<file path="config.mk">
export PLATFORM = sky130hd
export DESIGN_NAME = console_streamer
export DESIGN_NICKNAME = d
export VERILOG_FILES = /design/src/rtl/console_pkg.sv /design/src/rtl/console_streamer.sv
export SDC_FILE = /design/constraint.sdc
export NUM_CORES = 1
export LEC_CHECK = 0
export CORE_UTILIZATION = 55
export DETAILED_ROUTE_END_ITERATION = 8
export GPL_ROUTABILITY_DRIVEN = 0
export PLACE_DENSITY = 0.92
export SLEW_MARGIN = 0
export SYNTH_ARGS = -nofsm -noshare
export SYNTH_HDL_FRONTEND = slang
export SYNTH_SLANG_ARGS = --single-unit
export TNS_END_PERCENT = 50
</file>
<file path="constraint.sdc">
create_clock -name clk -period 4.2 [get_ports clk]
set_input_delay 0.84 -clock clk [delete_from_list [all_inputs] [get_ports clk]]
set_output_delay 0.84 -clock clk [all_outputs]
set_load 0.02 [all_outputs]
</file>
<file path="src/rtl/console_pkg.sv">
// Shared types and constants for the console streaming core.
package console_pkg;

  typedef enum logic [2:0] {
    IDLE,
    READ,
    WAIT,
    EMIT,
    DONE
  } console_state_t;

  localparam logic [63:0] CONSOLE_MMIO_ADDR = 64'hffff_ffff_ffff_ffff;

  // A byte ends the stream only when NUL termination is enabled.
  function automatic logic is_terminator(input logic [7:0] b, input logic stop_on_nul);
    return stop_on_nul && (b == 8'h00);
  endfunction

endpackage

</file>
<file path="src/rtl/console_streamer.sv">
// Fetches a byte string from memory one 64-bit word at a time and writes each
// byte to the console MMIO address until a NUL or the byte limit is reached.
module console_streamer
  import console_pkg::*;
#(
  parameter logic [63:0] BASE_ADDR    = 64'h0,
  parameter logic [63:0] CONSOLE_ADDR = CONSOLE_MMIO_ADDR,
  parameter int unsigned MAX_BYTES    = 4096,
  parameter bit          STOP_ON_NUL  = 1'b1
) (
  input  logic        clk,
  input  logic        rst,
  output logic        done,
  output logic        mem_ren,
  output logic [63:0] mem_raddr,
  input  logic        mem_rvalid,
  input  logic [63:0] mem_rdata,
  output logic        mem_wen,
  output logic [63:0] mem_waddr,
  output logic [63:0] mem_wdata
);

  // A zero byte limit would give a zero-width counter; keep one bit minimum.
  localparam int CW = (MAX_BYTES > 0) ? $clog2(MAX_BYTES + 1) : 1;

  console_state_t state_q;
  logic [63:0]    addr_q;
  logic [63:0]    shreg_q;
  logic [2:0]     idx_q;
  logic [CW-1:0]  cnt_q;

  logic [CW-1:0]  cnt_inc;
  logic           hit_limit;
  logic           cur_term;
  logic           first_term;
  logic           next_term;

  assign mem_waddr = CONSOLE_ADDR;

  always_comb begin
    cnt_inc    = cnt_q + CW'(1);
    hit_limit  = (cnt_inc == CW'(MAX_BYTES));
    cur_term   = is_terminator(shreg_q[7:0], STOP_ON_NUL);
    first_term = is_terminator(mem_rdata[7:0], STOP_ON_NUL);
    next_term  = is_terminator(shreg_q[15:8], STOP_ON_NUL);
  end

  // Outputs are registered one state ahead so each reflects the state the FSM
  // is entering; nothing from the memory inputs reaches a port combinationally.
  always_ff @(posedge clk) begin
    if (rst) begin
      state_q   <= IDLE;
      addr_q    <= BASE_ADDR;
      shreg_q   <= '0;
      idx_q     <= '0;
      cnt_q     <= '0;
      done      <= 1'b0;
      mem_ren   <= 1'b0;
      mem_raddr <= '0;
      mem_wen   <= 1'b0;
      mem_wdata <= '0;
    end else begin
      // NOTE: sequential state uses non-blocking assignments so every register
      // samples the pre-edge values, independent of statement order.
      case (state_q)
        IDLE: begin
          if (MAX_BYTES == 0) begin
            state_q <= DONE;
            done    <= 1'b1;
          end else begin
            state_q   <= READ;
            mem_ren   <= 1'b1;
            mem_raddr <= addr_q;
          end
        end

        READ: begin
          state_q   <= WAIT;
          mem_ren   <= 1'b0;
          mem_raddr <= '0;
        end

        WAIT: begin
          if (mem_rvalid) begin
            state_q   <= EMIT;
            shreg_q   <= mem_rdata;
            idx_q     <= '0;
            mem_wen   <= !first_term;
            mem_wdata <= first_term ? 64'h0 : {56'b0, mem_rdata[7:0]};
          end
        end

        EMIT: begin
          if (cur_term) begin
            state_q   <= DONE;
            done      <= 1'b1;
            mem_wen   <= 1'b0;
            mem_wdata <= '0;
          end else begin
            cnt_q   <= cnt_inc;
            shreg_q <= shreg_q >> 8;
            idx_q   <= idx_q + 3'd1;
            if (hit_limit) begin
              state_q   <= DONE;
              done      <= 1'b1;
              mem_wen   <= 1'b0;
              mem_wdata <= '0;
            end else if (idx_q == 3'd7) begin
              state_q   <= READ;
              addr_q    <= addr_q + 64'd8;
              mem_ren   <= 1'b1;
              mem_raddr <= addr_q + 64'd8;
              mem_wen   <= 1'b0;
              mem_wdata <= '0;
            end else begin
              mem_wen   <= !next_term;
              mem_wdata <= next_term ? 64'h0 : {56'b0, shreg_q[15:8]};
            end
          end
        end

        DONE: begin
          done    <= 1'b1;
          mem_ren <= 1'b0;
          mem_wen <= 1'b0;
        end

        default: begin
          state_q <= IDLE;
        end
      endcase
    end
  end

endmodule
</file>
* Word level (Yosys, flattened, before mapping) *
Index checks and enable logic that the tools add are counted.

storage, ports and cells
  bits in registers = 278
  latch bits = 0
  RAM bits = 0
  ROM bits = 0
  input port bits = 67
  output and inout bits = 195
  word-level logic and storage cells = 83
  memories = 0

cells by class
  add/subtract/negate cells = 3
  $mul = 0
  div/mod/pow operators = 0
  $lt $le $gt $ge = 0
  equality and inequality tests = 12
  shift operators = 0
  mux-type cells = 34
  bitwise logic cells = 3
  reductions and logical operators = 21

operators with widths
  cell                                                                    number
  64-bit two-way mux                                                      6
  64-bit one-hot mux with 2 select lines                                  2
  64-bit one-hot mux with 3 select lines                                  1
  64-bit by 4-bit adder with 64-bit output (second input constant)        1
  8-bit two-way mux                                                       5
  8-bit logical NOT                                                       3
  3-bit two-way mux                                                       6
  3-bit one-hot mux with 5 select lines                                   1
  13-bit by 1-bit adder with 13-bit output (second input constant)        1
  13-bit equality test (second input constant)                            1
  4-bit AND reduction                                                     3
  1-bit two-way mux                                                       9
  3-bit nonzero test                                                      3
  2-bit != test (second input constant)                                   4
  2-bit AND reduction                                                     4
  3-bit by 2-bit equality test with 1-bit output (second input constant)  2
  3-bit equality test (second input constant)                             2
  1-bit one-hot mux with 3 select lines                                   2
  3-bit one-hot mux with 2 select lines                                   1
  3-bit AND reduction                                                     2
  4-bit != test (second input constant)                                   1
  2-bit nonzero test                                                      2
  3-bit by 1-bit adder with 3-bit output (second input constant)          1
  3-bit by 1-bit equality test with 1-bit output (second input constant)  1
  other kinds (6)                                                         9

* Logic depth before layout (Yosys ltp) *
Gate-level depths: netlist of run 1.

  depth after elaboration = 6
  depth in mapped cells = 11
  gate-level depth less buffers = 8

* Worst setup path before layout of run 1 *
No wires, ideal clock.

  path type = reg-to-reg
  start = register cnt_q[0]
  end = register mem_raddr[11]
  library setup time = 0.132 ns
  arrival = 2.370 ns
  data required time = 4.068 ns
  path slack = 1.698 ns
  stages on the path, launching flop included = 12
  path buffers = 3
  clock period less this slack = 2.502 ns
  path through = dfxtp_1 -> ha_1 -> clkbuf_1 -> nand3_1 -> nor3_1 -> mux2i_1 -> o2111ai_4 -> a21o_1 -> buf_2 -> buf_2 -> nor2_1 -> nor3_1

between the ends
  cells in the longest elaborated chain, start to end = 4

RTL lines
  what                                      line                     RTL
  start, declared                           console_streamer.sv:30   logic [CW-1:0] cnt_q;
  start signal, assigned                    console_streamer.sv:100  cnt_q <= cnt_inc;
  13-bit by 1-bit adder with 13-bit output  console_streamer.sv:41   cnt_inc = cnt_q + CW'(1);
  13-bit equality test                      console_streamer.sv:42   hit_limit = (cnt_inc == CW'(MAX_BYTES));
  2-bit != test (no line)                   --
  4-bit AND reduction (no line)             --
  end signal, assigned                      console_streamer.sv:73   mem_raddr <= addr_q;
  end signal, assigned                      console_streamer.sv:112  mem_raddr <= addr_q + 64'd8;
  end, declared                             console_streamer.sv:15   output logic [63:0] mem_raddr,

Every way passes these cells.
A chain may end at the register's enable or synchronous reset.

* Worst setup path in the final report of run 1 *
  start = register addr_q[12]
  end = register mem_raddr[49]

between the ends
  cells in the longest elaborated chain, start to end = 5

RTL lines
  what                                      line                     RTL
  start, declared                           console_streamer.sv:27   logic [63:0] addr_q;
  start signal, assigned                    console_streamer.sv:110  addr_q <= addr_q + 64'd8;
  64-bit by 4-bit adder with 64-bit output  console_streamer.sv:112
  64-bit two-way mux                        console_streamer.sv:108  end else if (idx_q == 3'd7) begin
  64-bit two-way mux                        console_streamer.sv:103  if (hit_limit) begin
  64-bit two-way mux                        console_streamer.sv:94   if (cur_term) begin
  64-bit one-hot mux with 3 select lines    console_streamer.sv:65   case (state_q)

Every way passes these cells. The select of a mux whose other input is x is not followed.

==> results of run 1 <==
-- state kept, by name, indices dropped and copies added (netlist names) --
name	cells
shreg_q	64
done	1
state_q	3
cnt_q	13
mem_wen	1
mem_wdata	8
mem_raddr	61
addr_q	61
mem_ren	1
idx_q	3
-- cell families after synthesis --
family,synth area share (%)
fa+ha+maj,0.534
flops,36.9
simple gates,29.2
xor+xnor,5.45
buf+inv,12.8
compound gates,14.9
mux,0.171
other cells,0.0640
-- cell usage after synthesis, drive strengths merged, types with 4 or more instances --
library cell	number	area share, %
and3	17	0.91
o31ai	5	0.32
or3	7	0.37
nand2	205	6.6
nand3	48	2.1
o21ai	38	1.6
and2	6	0.32
nand4	39	2.2
a211oi	33	2.1
xor2	52	3.9
a21oi	33	1.5
clkbuf	96	3.1
buf	148	9.2
a311oi	61	4.6
dfxtp	216	37
nand4b	6	0.45
inv	17	0.54
nand3b	16	1.1
xnor2	21	1.6
nor2	258	8.3
a22oi	12	0.77
a31oi	13	0.69
a41oi	4	0.30
and4	5	0.37
a221oi	15	1.1
a2111oi	6	0.45
ha	5	0.53
nor4	28	1.7
nor3	83	3.7
-- report_power, final --
group / switching [mW] / total (mW) / internal, mW / leakage (nW)
logic: 1.63 / 2.59 / 0.959 / 2.77
clock network: 0.811 / 2.04 / 1.23 / 0.381
registers: 0.281 / 2.78 / 2.50 / 1.76
total: 2.73 / 7.41 / 4.69 / 4.91
-- placed cells by master, fill, tap and decap left out, types with 33 or more instances in the layout --
cell type / instances
sky130_fd_sc_hd__nor2_1: 257
sky130_fd_sc_hd__dfxtp_1: 216
sky130_fd_sc_hd__nand2_1: 204
sky130_fd_sc_hd__clkdlybuf4s50_1: 137
sky130_fd_sc_hd__conb_1: 123
sky130_fd_sc_hd__nor3_1: 81
sky130_fd_sc_hd__a311oi_1: 61
sky130_fd_sc_hd__xor2_1: 52
sky130_fd_sc_hd__nand3_1: 47
sky130_fd_sc_hd__nand4_1: 37
sky130_fd_sc_hd__o21ai_0: 37
sky130_fd_sc_hd__a211oi_1: 33
-- layer usage --
| layer | routed length [um] | up-vias | track usage (%) |
|---|---|---|---|
| met5 | 0 | - | 0 |
| met4 | 1400 | 0 | 14.9 |
| met3 | 2640 | 115 | 3.95 |
| met2 | 13900 | 599 | 41.9 |
| met1 | 12100 | 5042 | 34.2 |
| li1 | - | 5252 | - |
-- through the flow --
step	instances	utilization (%)	hold WS [ns]	power, mW	cell area [um^2]
2_1_floorplan	1653	-	0.444	4.48	12200
3_3_place_gp	1843	60.4	0.444	5.27	12700
3_5_place_dp	1843	60.4	0.454	5.35	12700
4_1_cts	1882	64.0	0.463	7.41	13400
5_1_grt	1882	64.0	0.493	7.79	13400
6_report	1882	64.0	0.459	7.41	13400
-- area by class of cell --
class	instances	area, um^2	area share (%)
Multi-Input combinational cell	1176	6390	47.6
Sequential cell	216	4320	32.2
Timing Repair Buffer	159	1540	11.5
Clock buffer	28	624	4.65
Tap cell	275	344	2.56
Clock inverter	11	130	0.970
Inverter	17	63.8	0.476
-- critical path, cell delays in order (launching register included) --
cell                       delay [ns]
sky130_fd_sc_hd__dfxtp_1         0.51
sky130_fd_sc_hd__nand2_1         0.18
sky130_fd_sc_hd__nor4_2          0.58
sky130_fd_sc_hd__nand4_1         0.67
sky130_fd_sc_hd__nor2_1          0.51
sky130_fd_sc_hd__o21ai_0         0.13
sky130_fd_sc_hd__a221oi_1        0.39
sky130_fd_sc_hd__nor3_1          0.09
-- worst paths after layout --
| check | start | to | depth (start not counted) |
|---|---|---|---|
| max | addr_q[12] | mem_raddr[49] | 7 |
| max reg2reg | addr_q[12] | mem_raddr[49] | 7 |
| min | mem_raddr[14] | mem_raddr[14] | 2 |
| min reg2reg | mem_raddr[14] | mem_raddr[14] | 2 |
==> impl_metrics.py, run 1 <==
metrics = {
    "status": {
        "outcome": "complete, no violations",
    },
    "synthesis": {
        "number_of_flops_mapped_to_enable_cells_by_yosys": 0,
        "synth.yosys.warnings": 0,
        "synth.cell_area_um2": 11700,
        "synth-seq-cells": 216,
        "number_of_instances_in_the_synthesized_netlist": 1532,
        "fraction_of_the_yosys_area_taken_by_sequential_cells_pct": 36.9,
        "synth_flop_cell": "sky130_fd_sc_hd__dfxtp_1",
        "ys_types": 65,
        "syn_area_per_cell_um2": 7.65,
        "async_reset_ff_share_pct": 0,
    },
    "worst_setup_path": {
        "critPathCaptureType": "register",
        "worstPathMaxFanout": 13,
        "critPathLaunchType": "register",
        "worst_r2r_setup_slack_ns": 0.97,
        "critical_path_class": "reg -> reg",
        "worstPathArrival_ns": 3.57,
        "worstPathRequired_ns": 4.54,
    },
    "cts": {
        "cts_buffer_depth": 3,
        "post_cts.resized_instances": 0,
        "cts.reportedPaths.clkPinSlew_ns": 0.06,
        "cts.sinks": 216,
        "cts-buffers-inserted": 23,
        "clock_tree.htree_level_count": 1,
        "cts.root.buffer_cell": "sky130_fd_sc_hd__clkbuf_16",
        "clock_tree_from_tritoncts": "done",
        "cts-hold-fix-buffers": 0,
        "cts_setup_buffers": 0,
        "clk-insertion-delay-late_ns": 0.51,
    },
    "place": {
        "dp_worst_setup_slack_ns": 1.04,
        "dpl.hpwl_um": 19500,
        "port-buffer-count": 138,
    },
    "layout": {
        "layout.nets": 1665,
        "antenna-diode-count": 0,
        "fillers": 1658,
        "syn2layout_area_growth_pct": 14.4,
        "proportion_of_layout_cells_with_a_drive_suffix_above_1_pct": 5.10,
    },
    "timing": {
        "finalClockSkew_ns": 0.0130,
        "timing.final.max_slew_violations": 0,
        "tightestPinTransition_ns": 1.01,
        "timing.final.crit_period_ns": 3.23,
        "finalCritPeriodShare_pct": 76.9,
        "rsz_0062_raised_after_global_routing": "no",
        "worst_slew_margin_rel_pct": 32.7,
        "final_worst_setup_slack_ns": 0.970,
        "fmax_mhz": 310,
        "setup_viol": 0,
        "finalHoldViolCount": 0,
        "timing.setup.tns_ns": 0,
    },
    "detailed_routing": {
        "number_of_antenna_violating_nets_in_the_routed_design": 0,
        "drt-initial-drc-count": 1157,
        "drcViolationCount": 0,
        "routed_wl_um": 30100,
        "num_vias": 11000,
        "detail_route.wl_per_cell_um": 16.0,
        "firstDrtPassIters": 6,
        "via_per_inst": 5.85,
    },
    "die": {
        "core_region_area_um2": 21000,
        "core.rowCount": 53,
        "fp.dieW_um": 148,
        "io_pins": 262,
        "floorplan.die_area_um2": 21900,
        "initial_utilization_pct": 56.0,
        "dieHeight_um": 148,
    },
    "global_route": {
        "grt_start_max_net_pins": 137,
        "number_of_antenna_violations_at_the_first_check_in_global_routing": 0,
        "groute.usage.overall_pct": 26.4,
        "grt_overflow": 0,
        "grt_first_pass_wirelength_um": 48100,
        "grt_pass1_vias": 9846,
    },
    "pwr": {
        "power.ir.vdd_worst_mv": 0.374,
        "power_density_nw_per_um2": 552,
        "power.leakage_nw": 4.91,
    },
    "worst_hold_path": {
        "min-delay-path-class": "reg -> reg",
    },
    "job": {
        "cap_violations": 0,
    },
}
Note: power is estimated with default switching activity, not from simulation.
==> run 2, diff against run 1 <==
--- a/config.mk
+++ b/config.mk
@@ -5,10 +5,10 @@
 export SDC_FILE = /design/constraint.sdc
 export NUM_CORES = 1
 export LEC_CHECK = 0
-export CORE_UTILIZATION = 55
+export CORE_UTILIZATION = 46
 export DETAILED_ROUTE_END_ITERATION = 8
 export GPL_ROUTABILITY_DRIVEN = 0
-export PLACE_DENSITY = 0.92
+export PLACE_DENSITY = 0.83
 export SLEW_MARGIN = 0
 export SYNTH_ARGS = -nofsm -noshare
 export SYNTH_HDL_FRONTEND = slang
==> constraint.sdc (replaced) <==
create_clock -name clk -period 2.92 [get_ports clk]
set_input_delay 0.584 -clock clk [delete_from_list [all_inputs] [get_ports clk]]
set_output_delay 0.584 -clock clk [all_outputs]
set_load 0.02 [all_outputs]
==> impl_metrics.py, run 2 (same netlist as run 1, synthesis figures left out) <==
metrics = {
    "status": {
        "outcome": "complete, no violations",
    },
    "place": {
        "dp_worst_setup_slack_ns": 0.225,
        "post_dp_cell_area_um2": 12900,
        "dpl.hpwl_um": 20500,
        "port-buffer-count": 138,
    },
    "layout": {
        "final_common_cell": "sky130_fd_sc_hd__nor2_1",
        "registers_with_the_most_flip_flops": "shreg_q: 64 flops, addr_q: 61 flops, mem_raddr: 61 flops",
        "top_reg_by_flops": "shreg_q",
        "largest_register_ff_count": 64,
        "proportion_of_layout_cells_with_a_drive_suffix_above_1_pct": 6.45,
        "syn2layout_area_growth_pct": 17.1,
        "antenna-diode-count": 0,
        "layout.nets": 1685,
        "fillers": 2293,
        "layout.cell_area.non_filler_um2": 13700,
        "final_cell_mix": "sky130_fd_sc_hd__nor2_1 (257), sky130_fd_sc_hd__dfxtp_1 (216), sky130_fd_sc_hd__nand2_1 (204)",
    },
    "worst_setup_path": {
        "path_buf_inv": 0,
        "critPathCaptureType": "register",
        "critical_path.top_delay_family": "simple AND/OR/NAND/NOR gates",
        "crit_path_cell_trace": "ha_1 > and3_1 > and2_1 > nand4_1 > nor4_1 > o21ai_0 > a221oi_1 > nor3_1",
        "worstPathMaxFanout": 6,
        "critPathLaunchType": "register",
        "critical_path_class": "reg -> reg",
        "worstPathArrival_ns": 3.18,
        "slowest_cell_on_the_critical_path": "sky130_fd_sc_hd__nor4_1",
        "cpPeakStageDelay_ns": 0.50,
        "worstPathRequired_ns": 3.28,
    },
    "global_route": {
        "grt_pass1_vias": 10100,
        "grt_start_max_net_pins": 132,
        "grt_overflow": 0,
        "number_of_antenna_violations_at_the_first_check_in_global_routing": 0,
        "groute.usage.overall_pct": 22.9,
        "grt_first_pass_wirelength_um": 50000,
    },
    "cts": {
        "clock_tree.htree_level_count": 1,
        "cts_buffer_depth": 3,
        "cts.sinks": 216,
        "cts-buffers-inserted": 23,
        "cts.reportedPaths.clkPinSlew_ns": 0.07,
        "cts.root.buffer_cell": "sky130_fd_sc_hd__clkbuf_16",
        "clock_tree_from_tritoncts": "done",
        "cts-hold-fix-buffers": 0,
        "clk-insertion-delay-late_ns": 0.52,
    },
    "timing": {
        "finalClockSkew_ns": 0.0230,
        "tightestPinTransition_ns": 1.03,
        "setup_viol": 0,
        "worst_slew_margin_rel_pct": 31.5,
        "finalCritPeriodShare_pct": 96.5,
        "fmax_mhz": 355,
        "timing.final.max_slew_violations": 0,
        "finalHoldViolCount": 0,
        "hold_slack_ns": 0.460,
        "timing.final.crit_period_ns": 2.82,
        "final_worst_setup_slack_ns": 0.103,
        "rsz_0062_raised_after_global_routing": "yes",
    },
    "detailed_routing": {
        "routed_wl_um": 31000,
        "drt-initial-drc-count": 1103,
        "detail_route.wl_per_cell_um": 15.8,
        "drcViolationCount": 0,
        "num_vias": 11100,
        "via_per_inst": 5.66,
        "number_of_antenna_violating_nets_in_the_routed_design": 0,
        "firstDrtPassIters": 5,
    },
    "die": {
        "core.rowCount": 58,
        "floorplan.die_area_um2": 26100,
        "core_region_area_um2": 25100,
        "initial_utilization_pct": 46.7,
        "io_pins": 262,
        "fp.dieW_um": 162,
        "dieHeight_um": 162,
    },
    "job": {
        "cap_violations": 0,
    },
    "pwr": {
        "power.leakage_nw": 5.02,
        "power_density_nw_per_um2": 787,
        "power.ir.vdd_worst_mv": 0.417,
    },
    "worst_hold_path": {
        "min-delay-path-class": "reg -> reg",
    },
}
run 2: changes by cell type in the layout (fill, tap and decap cells not counted), moves of 2 or more:
cell / delta
sky130_fd_sc_hd__buf_12: +4
sky130_fd_sc_hd__nor3_2: +2
sky130_fd_sc_hd__buf_4: +16
sky130_fd_sc_hd__clkinv_2: -4
sky130_fd_sc_hd__nor3_1: -2
sky130_fd_sc_hd__clkbuf_8: -2
sky130_fd_sc_hd__clkinvlp_4: +3
run 2: final timing paths:
path / start / to / slack [ns] / cells past startpoint
worst min-delay path: done / done / 0.46 / 2
worst min register to register: done / done / 0.46 / 2
worst max register to register: addr_q[3] / mem_raddr[61] / 0.10 / 8
worst max-delay path: addr_q[3] / mem_raddr[61] / 0.10 / 8
run 2: stage by stage:
step / util [%] / std cells / total power [mW] / setup TNS, ns
finish: 54.7 / 1957 / 10.8 / 0
global placement: 51.5 / 1918 / 7.71 / 0
CTS: 54.6 / 1957 / 10.8 / 0
detailed placement: 51.5 / 1918 / 7.80 / 0
floorplan: - / 1653 / 6.44 / 0
global route: 54.7 / 1957 / 11.4 / -0.102
run 2: worst register-to-register path: cells and delay by family, from the launching register on:
family,cells,cell delay (ns)
simple gates,5,1.50
compound gates,2,0.44
fa+ha+maj,1,0.27
flops,1,0.45
run 2: cell type report:
cell class              count  area [um^2]  share of cell area (%)
clock inverters            12          171                    1.25
repair buffers            179         1740                    12.7
well taps                 330          413                    3.01
multi-input cells        1176         6420                    46.7
clock buffers              27          601                    4.37
inverters                  17         63.8                   0.465
flip-flops and latches    216         4320                    31.5
run 2: timing repair:
action / 4_1_cts / 5_1_grt
endpoints found under the hold margin: 0 / 0
gates resized for setup: 0 / 5
setup buffers: 0 / 0
endpoints found under the setup margin: 0 / 7
run 2: power breakdown:
| group | total [mW] | switching, mW | internal [mW] |
|---|---|---|---|
| registers | 4.00 | 0.412 | 3.59 |
| logic | 3.78 | 2.34 | 1.44 |
| clock network | 3.03 | 1.21 | 1.82 |
run 2: routing by layer:
metal,GRT usage [%],share of wire [%]
met2,37.6,47
met3,3.78,7.4
met5,0,0
met1,30.0,42
met4,9.35,3.4
==> run 3, diff against run 2 <==
--- a/config.mk
+++ b/config.mk
@@ -5,6 +5,7 @@
 export SDC_FILE = /design/constraint.sdc
 export NUM_CORES = 1
 export LEC_CHECK = 0
+export ABC_CLOCK_PERIOD_IN_PS = 2920
 export CORE_UTILIZATION = 46
 export DETAILED_ROUTE_END_ITERATION = 8
 export GPL_ROUTABILITY_DRIVEN = 0
==> results of run 3 <==
Final layout, timing and power as in run 2 (identical DEF).
